==> src/rtl/pwm_multi_pkg.sv <==
// pwm_multi_pkg: shared definitions for the multi-channel PWM block.
//   wr_sel_e   - register-select encoding carried on wr_sel
//   chan_w()   - width of the channel-index field (never below 1)
package pwm_multi_pkg;

  typedef enum logic [1:0] {
    SEL_DUTY   = 2'd0,
    SEL_EN_OUT = 2'd1,
    SEL_EN_PWM = 2'd2,
    SEL_PRESC  = 2'd3
  } wr_sel_e;

  // A single-channel build still needs a 1-bit index port.
  function automatic int chan_w(input int n);
    return (n > 1) ? $clog2(n) : 1;
  endfunction

endpackage

==> src/rtl/pwm_prescaler.sv <==
// pwm_prescaler: programmable clock divider producing the PWM counter tick.
//   clk, rst  - clock, synchronous active-high reset
//   load      - load presc from load_val and restart the divider count
//   load_val  - new prescaler value
//   tick      - high on cycles where the divider count matches presc
//               (every cycle when presc = 0)
module pwm_prescaler #(
  parameter int PRESC_W = 8
) (
  input  logic               clk,
  input  logic               rst,
  input  logic               load,
  input  logic [PRESC_W-1:0] load_val,
  output logic               tick
);

  logic [PRESC_W-1:0] presc;
  logic [PRESC_W-1:0] presc_cnt;

  // Combinational so the counter advances in the same cycle the match occurs.
  assign tick = (presc_cnt == presc);

  always_ff @(posedge clk) begin
    if (rst) begin
      presc     <= '0;
      presc_cnt <= '0;
    end else if (load) begin
      presc     <= load_val;
      presc_cnt <= '0;
    end else if (tick) begin
      presc_cnt <= '0;
    end else begin
      presc_cnt <= presc_cnt + PRESC_W'(1);
    end
  end

endmodule

==> src/rtl/pwm_multi.sv <==
// pwm_multi: parametrised multi-channel PWM generator with double-buffered
// duty registers and a shared programmable prescaler.
//   clk, rst      - clock, synchronous active-high reset
//   wr_valid      - register write strobe (one per cycle, no backpressure)
//   wr_sel        - 0 DUTY, 1 EN_OUT, 2 EN_PWM, 3 PRESC
//   wr_chan       - channel index for DUTY writes (out-of-range dropped)
//   wr_data       - write data
//   out           - registered channel outputs
//   period_start  - one-cycle pulse aligned with the first output sample
//                   of each new PWM period
module pwm_multi
  import pwm_multi_pkg::*;
#(
  parameter int CHANNELS = 16,
  parameter int WIDTH    = 8,
  parameter int PRESC_W  = 8
) (
  input  logic                          clk,
  input  logic                          rst,
  input  logic                          wr_valid,
  input  logic [1:0]                    wr_sel,
  input  logic [chan_w(CHANNELS)-1:0]   wr_chan,
  input  logic [31:0]                   wr_data,
  output logic [CHANNELS-1:0]           out,
  output logic                          period_start
);

  localparam int CW = chan_w(CHANNELS);
  // Last counter value before wrap: MAX-1 = 2^WIDTH - 2.
  localparam logic [WIDTH-1:0] CNT_LAST = {{(WIDTH-1){1'b1}}, 1'b0};

  logic                wr_duty, presc_load;
  logic                tick, boundary;
  logic [WIDTH-1:0]    cnt;
  logic [CHANNELS-1:0] en_out, en_pwm, pwm;
  // Boundary delay line: stage 0 lines up with the first new-period compare,
  // stage 1 with the registered output of that compare.
  logic [1:0]          bnd_pipe;

  assign wr_duty    = wr_valid && (wr_sel == SEL_DUTY) && (32'(wr_chan) < CHANNELS);
  assign presc_load = wr_valid && (wr_sel == SEL_PRESC);
  assign boundary   = tick && (cnt == CNT_LAST);

  // Sink for write-data bits that no register consumes at this parameter set.
  logic unused_wr_bits;
  assign unused_wr_bits = ^wr_data;

  pwm_prescaler #(.PRESC_W(PRESC_W)) u_presc (
    .clk      (clk),
    .rst      (rst),
    .load     (presc_load),
    .load_val (wr_data[PRESC_W-1:0]),
    .tick     (tick)
  );

  // Period counter 0..MAX-1.
  always_ff @(posedge clk) begin
    if (rst) begin
      cnt <= '0;
    end else if (tick) begin
      cnt <= boundary ? '0 : cnt + WIDTH'(1);
    end
  end

  // Enable masks take effect immediately; bits above CHANNELS are dropped.
  always_ff @(posedge clk) begin
    if (rst) begin
      en_out <= '0;
      en_pwm <= '0;
    end else if (wr_valid) begin
      if (wr_sel == SEL_EN_OUT) en_out <= wr_data[CHANNELS-1:0];
      if (wr_sel == SEL_EN_PWM) en_pwm <= wr_data[CHANNELS-1:0];
    end
  end

  for (genvar i = 0; i < CHANNELS; i++) begin : g_chan
    logic [WIDTH-1:0] shadow_duty;
    logic [WIDTH-1:0] active_duty;
    logic             wr_hit;

    assign wr_hit = wr_duty && (wr_chan == CW'(i));

    // Double buffer: active only changes at the wrap. A write landing on the
    // wrap cycle itself is forwarded so it is not lost for a whole period.
    always_ff @(posedge clk) begin
      if (rst) begin
        shadow_duty <= '0;
        active_duty <= '0;
      end else begin
        if (wr_hit) shadow_duty <= wr_data[WIDTH-1:0];
        if (boundary) active_duty <= wr_hit ? wr_data[WIDTH-1:0] : shadow_duty;
      end
    end

    // cnt never reaches MAX, so duty MAX yields a solid high.
    assign pwm[i] = (cnt < active_duty);
  end

  always_ff @(posedge clk) begin
    if (rst) begin
      out      <= '0;
      bnd_pipe <= '0;
    end else begin
      out      <= en_out & (~en_pwm | pwm);
      bnd_pipe <= {bnd_pipe[0], boundary};
    end
  end

  assign period_start = bnd_pipe[1];

endmodule

==> config.mk <==
export PLATFORM = sky130hd
export DESIGN_NAME = pwm_multi
export DESIGN_NICKNAME = d
export VERILOG_FILES = /design/src/rtl/pwm_multi_pkg.sv /design/src/rtl/pwm_prescaler.sv /design/src/rtl/pwm_multi.sv
export SDC_FILE = /design/constraint.sdc
export NUM_CORES = 1
export LEC_CHECK = 0
export ABC_AREA = 1
export BUFFER_PORTS_ARGS = -buffer_cell sky130_fd_sc_hd__buf_4
export CAP_MARGIN = 30
export CORE_UTILIZATION = 50
export CTS_CLUSTER_DIAMETER = 60
export DETAILED_ROUTE_END_ITERATION = 12
export GPL_ROUTABILITY_DRIVEN = 1
export PLACE_DENSITY = 0.67
export SLEW_MARGIN = 30
export SYNTH_ARGS = -nofsm -noshare
export SYNTH_HDL_FRONTEND = slang
export SYNTH_SLANG_ARGS = --single-unit
==> constraint.sdc <==
create_clock -name clk -period 3.9 [get_ports clk]
set_clock_uncertainty 0.05 [all_clocks]
set_input_delay 0.585 -clock clk [delete_from_list [all_inputs] [get_ports clk]]
set_output_delay 0.585 -clock clk [all_outputs]
set_load 0.05 [all_outputs]
Word level (Yosys, flattened, before mapping):

Cells that the tools add are included.

* logic and storage cells: 121
* output and inout port bits: 17
* RAM bits: 0
* memories kept: 0
* memory bits (read-only): 0
* register bits: 330
* bits in latches: 0
* input bits: 41

* reduce and logical (&&, ||, !) cells: 24
* div/mod/pow operators: 0
* eq/ne operators: 20
* $add $sub $neg: 2
* multiply operators: 0
* shift-type cells: 0
* bitwise operators: 3
* muxes and demuxes: 17
* order comparisons: 16

Operators by type and width (count)
* two-way mux 8 bit: 17
* less-than comparator 8 bit: 16
* == test 4 bit (second input constant): 8
* logical AND 1 bit: 19
* adder 8 x 1 -> 8 bit (second input constant): 2
* AND 16 bit: 1
* == test 4 x 3 -> 1 bit (second input constant): 4
* NOT 16 bit: 1
* bitwise OR 16 bit: 1
* == test 4 x 2 -> 1 bit (second input constant): 2
* == test 8 bit: 1
* == test 8 bit (second input constant): 1
* == test 2 bit (second input constant): 2
* == test 4 x 1 -> 1 bit (second input constant): 1
* zero test 4 bit: 1
* AND reduction 2 bit: 2
* OR reduction 3 bit: 1
* == test 2 x 1 -> 1 bit (second input constant): 1
* zero test 2 bit: 1

Depth between registers and ports, before layout:

* depth in word-level cells: 4
* depth in mapped cells: 13
* depth with buffers taken out: 11

Hierarchy:

From an unflattened synthesis, not the netlist that was laid out.

* cells, all modules: 1903
* area total of the unflattened synthesis: 14873.0 um2

By module, submodules not included
* pwm_multi: seq. area each 6286.0 um2, area each 14143.6 um2, instances 1, cells each 1806
* pwm_prescaler: seq. area each 320.3 um2, area each 729.4 um2, instances 1, cells each 97

Worst setup path before layout:

No wires, ideal clock.

* path type: register -> register
* start point: register cnt[1]
* end point: register g_chan[15].active_duty[0]
* arrival time: 1.836 ns
* data required time: 3.741 ns
* buffers on the path: 2
* period minus slack after synthesis: 1.995 ns
* library setup time: 0.109 ns
* path slack: 1.905 ns
* cell stages (with the launch flop): 11
* cells stage by stage: dfxtp_1 ha_1 nand3_1 nor3_1 nand3_2 nand2_2 buf_6 buf_6 nand2_1 nand2_1 inv_1

* longest elaborated chain between the ends: 2

RTL lines
* from (decl): RTL line pwm_multi.sv:34 `logic [WIDTH-1:0] cnt;`
* from (signal assigned): RTL line pwm_multi.sv:61 `cnt <= boundary ? '0 : cnt + WIDTH'(1);`
* == test 8 bit: RTL line pwm_multi.sv:42 `assign boundary = tick && (cnt == CNT_LAST);`
* logical AND 1 bit: RTL line pwm_multi.sv:42
* to (signal assigned): RTL line pwm_multi.sv:91 `if (boundary) active_duty <= wr_hit ? wr_data[WIDTH-1:0] : shadow_duty;`
* to (decl): RTL line pwm_multi.sv:78 `logic [WIDTH-1:0] active_duty;`

Every way passes these cells.
A chain may end at the register's enable or synchronous reset.

Worst setup path in the final report:

* start point: register cnt[0]
* end point: register g_chan[3].active_duty[0]

* longest elaborated chain between the ends: 2

RTL lines (RTL line)
* == test 8 bit: pwm_multi.sv:42
* logical AND 1 bit: pwm_multi.sv:42
* to (signal assigned): pwm_multi.sv:91
* to (decl): pwm_multi.sv:78

Every way passes these cells.

==> flow_summary.ini <==
[clock_tree]
cts_setup_buffers = 0
root_buffer = clkbuf_16
cts_resized = 0
cts_buffer_depth = 3
tritoncts = done
cts_sinks = 330
clkLatencyLatePin_ps = 530
cts_hold_buf = 0
h-tree-depth = 2
clk_pin_slew_ps = 60
numCtsBuffers = 38

[routing]
vias = 13300
vias_per_cell = 4.80
drt_iter0_drc = 835
first_pass_iters = 5
drt-total-wl_um = 39500
wl_per_cell_um = 14.2
drc = 0
ant_nets = 0

[worst_setup_path]
cpPeakStageDelay_ps = 790
crit_fanout = 76
arrival_ps = 3060
startpoint_type = flop
endpoint_kind = flop
path_cells = inv_1 -> ha_1 -> nand3_1 -> nor3_1 -> nand3_4 -> buf_4 -> buf_4 -> nand2_1 -> nand2_1 -> inv_1
critPathKind = reg -> reg
cpMaxStageDelayCell = buf_4
path_buf_inv = 4
worst_ep_required_time_ps = 4270
path_delay_family = buffers and inverters

[logic_synthesis]
ys_types = 32
syn_area_um2 = 16200
netlist_instances = 2326
syn_area_per_cell_um2 = 6.96
synthTopCellsByCount = nand2_1 (811), inv_1 (532), dfxtp_1 (330)
synthesis.nets = 2482
ys_seq_area_share_pct = 40.8
yosys_warnings = 0
synth_ff_type = dfxtp_1
async_flop_share_pct = 0
synth_edf_count = 0
synth_top_area_share_pct = 40.8
yosys.area.top_type = dfxtp_1
ys_top_cells_by_area = dfxtp_1 (41%), nand2_1 (19%), inv_1 (12%), ha_1 (8.9%), nand3_1 (4.0%)
synth.most_common_cell = nand2_1
synth-seq-cells = 330

[die]
chipHeight_um = 182
ioPinCount = 58
start_util_pct = 51.0
rows = 65
die_area_um2 = 33100
dieWidth_um = 182
core_area_um2 = 31700

[sta]
finalSetupViolCount = 0
fin_crit_ps = 2690
grt_setup_unrepaired = false
timing.final.ws_setup_ps = 1210
tightest_slew_ps = 1000
slew_headroom_pct = 32.8
timing.fmax_mhz = 372
tns_ps = 0
finalCritPeriodShare_pct = 68.9
slew_violations = 0
hold_viol_final = 0

[power_and_ir_drop]
pwr-share-clk_pct = 47.0
leakage_nw = 11.1
p_seq_share_pct = 45.1
p_sw_w = 0.00184
p_per_area_nw_per_um2 = 422
swShare_pct = 24.1
peakVddDrop_uv = 352
p_int_w = 0.00579
power_frac_comb_pct = 7.9

[final_layout]
drive_gt1_share_pct = 6.68
area_delta_synth_final_pct = 11.7
diodes = 0
fin_util_pct = 57.0
num-nets-final = 2513

[placed_design]
gp_congestion = 0.817
pre_cts_ws_ps = 1180
port_buffers = 41
dpl.hpwl_um = 24000

[global_route]
grt_pass1_vias = 12600
grt_use_total_pct = 24.4
grt_overflow = 0
grt_start_max_net_pins = 125
grt_pass1_wl_um = 63900
grt_antenna_before_repair = 0

[min_path]
hp-class = in -> reg

[status]
status = finished, final reports clean

[run]
cap_violations = 0
-- routing by layer --
metal	GRT usage, %	share of wire, %
met2	42.9	48
met5	0	0
met4	8.64	2.9
met1	30.3	45
met3	3.51	4.5
-- area by class of cell --
class,instances,area (um^2)
Clock buffer,55,1130
Tap cell,402,503
Fill cell,3021,13600
Multi-Input combinational cell,1379,7140
Timing Repair Buffer,59,520
Sequential cell,330,6610
Clock inverter,8,119
Inverter,549,2070
-- logic make-up after synthesis --
group / count (synthesis) / share of synthesized area (%)
compound gates: 203 / 7.14
flops: 330 / 40.8
fa+ha+maj: 115 / 8.89
xor+xnor: 9 / 0.487
simple gates: 1052 / 27.5
buf+inv: 617 / 15.2
-- metrics by stage --
step	hold slack [ps]	cell area [um^2]	cells	power (W)
2_1_floorplan	338	16200	2326	0.00390
3_3_place_gp	357	16800	2717	0.00410
3_5_place_dp	356	16800	2719	0.00412
4_1_cts	241	18100	2782	0.00770
5_1_grt	246	18100	2782	0.00791
6_report	247	18100	2782	0.00763
-- registers in the layout (all words and copies together) (netlist names) --
| register | count |
|---|---|
| g_chan.active_duty | 128 |
| g_chan.shadow_duty | 128 |
| en_out | 16 |
| en_pwm | 16 |
| out | 16 |
| cnt | 8 |
| u_presc.presc | 8 |
| u_presc.presc_cnt | 8 |
| bnd_pipe | 2 |
-- power groups by stage --
| stage | Combinational (W) | Clock (W) | Sequential [W] |
|---|---|---|---|
| 2_1_floorplan | 0.000366 | 0 | 0.00354 |
| 3_3_place_gp | 0.000586 | 0 | 0.00351 |
| 3_5_place_dp | 0.000606 | 0 | 0.00351 |
| 4_1_cts | 0.000609 | 0.00365 | 0.00344 |
| 5_1_grt | 0.000674 | 0.00379 | 0.00344 |
| 6_report | 0.000604 | 0.00359 | 0.00344 |
-- worst register-to-register path, cell delays in order (launching register included) --
cell	delay, ps
dfxtp_1	370
inv_1	70
ha_1	200
nand3_1	80
nor3_1	80
nand3_4	100
buf_4	510
buf_4	800
nand2_1	170
nand2_1	110
inv_1	40
-- worst paths after layout --
| check | startpoint | end | slack, ps | cells after the start |
|---|---|---|---|---|
| hold / removal | wr_data[13] | en_pwm[13]$_SDFFE_PP0P_ | 250 | 3 |
| setup reg to reg | cnt[0]$_SDFFE_PP0P_ | g_chan[3].active_duty[0]$_SDFFE_PP0P_ | 1210 | 10 |
| hold reg to reg | bnd_pipe[0]$_SDFF_PP0_ | bnd_pipe[1]$_SDFF_PP0_ | 360 | 2 |
| setup / recovery | cnt[0]$_SDFFE_PP0P_ | g_chan[3].active_duty[0]$_SDFFE_PP0P_ | 1210 | 10 |
-- cells in the final DEF, fill, tap and decap left out, drive strengths merged --
cell type / count
nand4: 12
nand3: 131
ha: 115
bufinv: 3
inv: 542
nand3b: 1
o21a: 16
a21boi: 16
nor3: 3
xor2: 5
nand2: 817
clkinv: 12
xnor2: 4
clkbuf: 55
nor2: 88
o21ai: 50
o211ai: 8
dfxtp: 330
a21oi: 97
buf: 59
o21bai: 16
No activity file was read; power rests on OpenSTA's default activity.
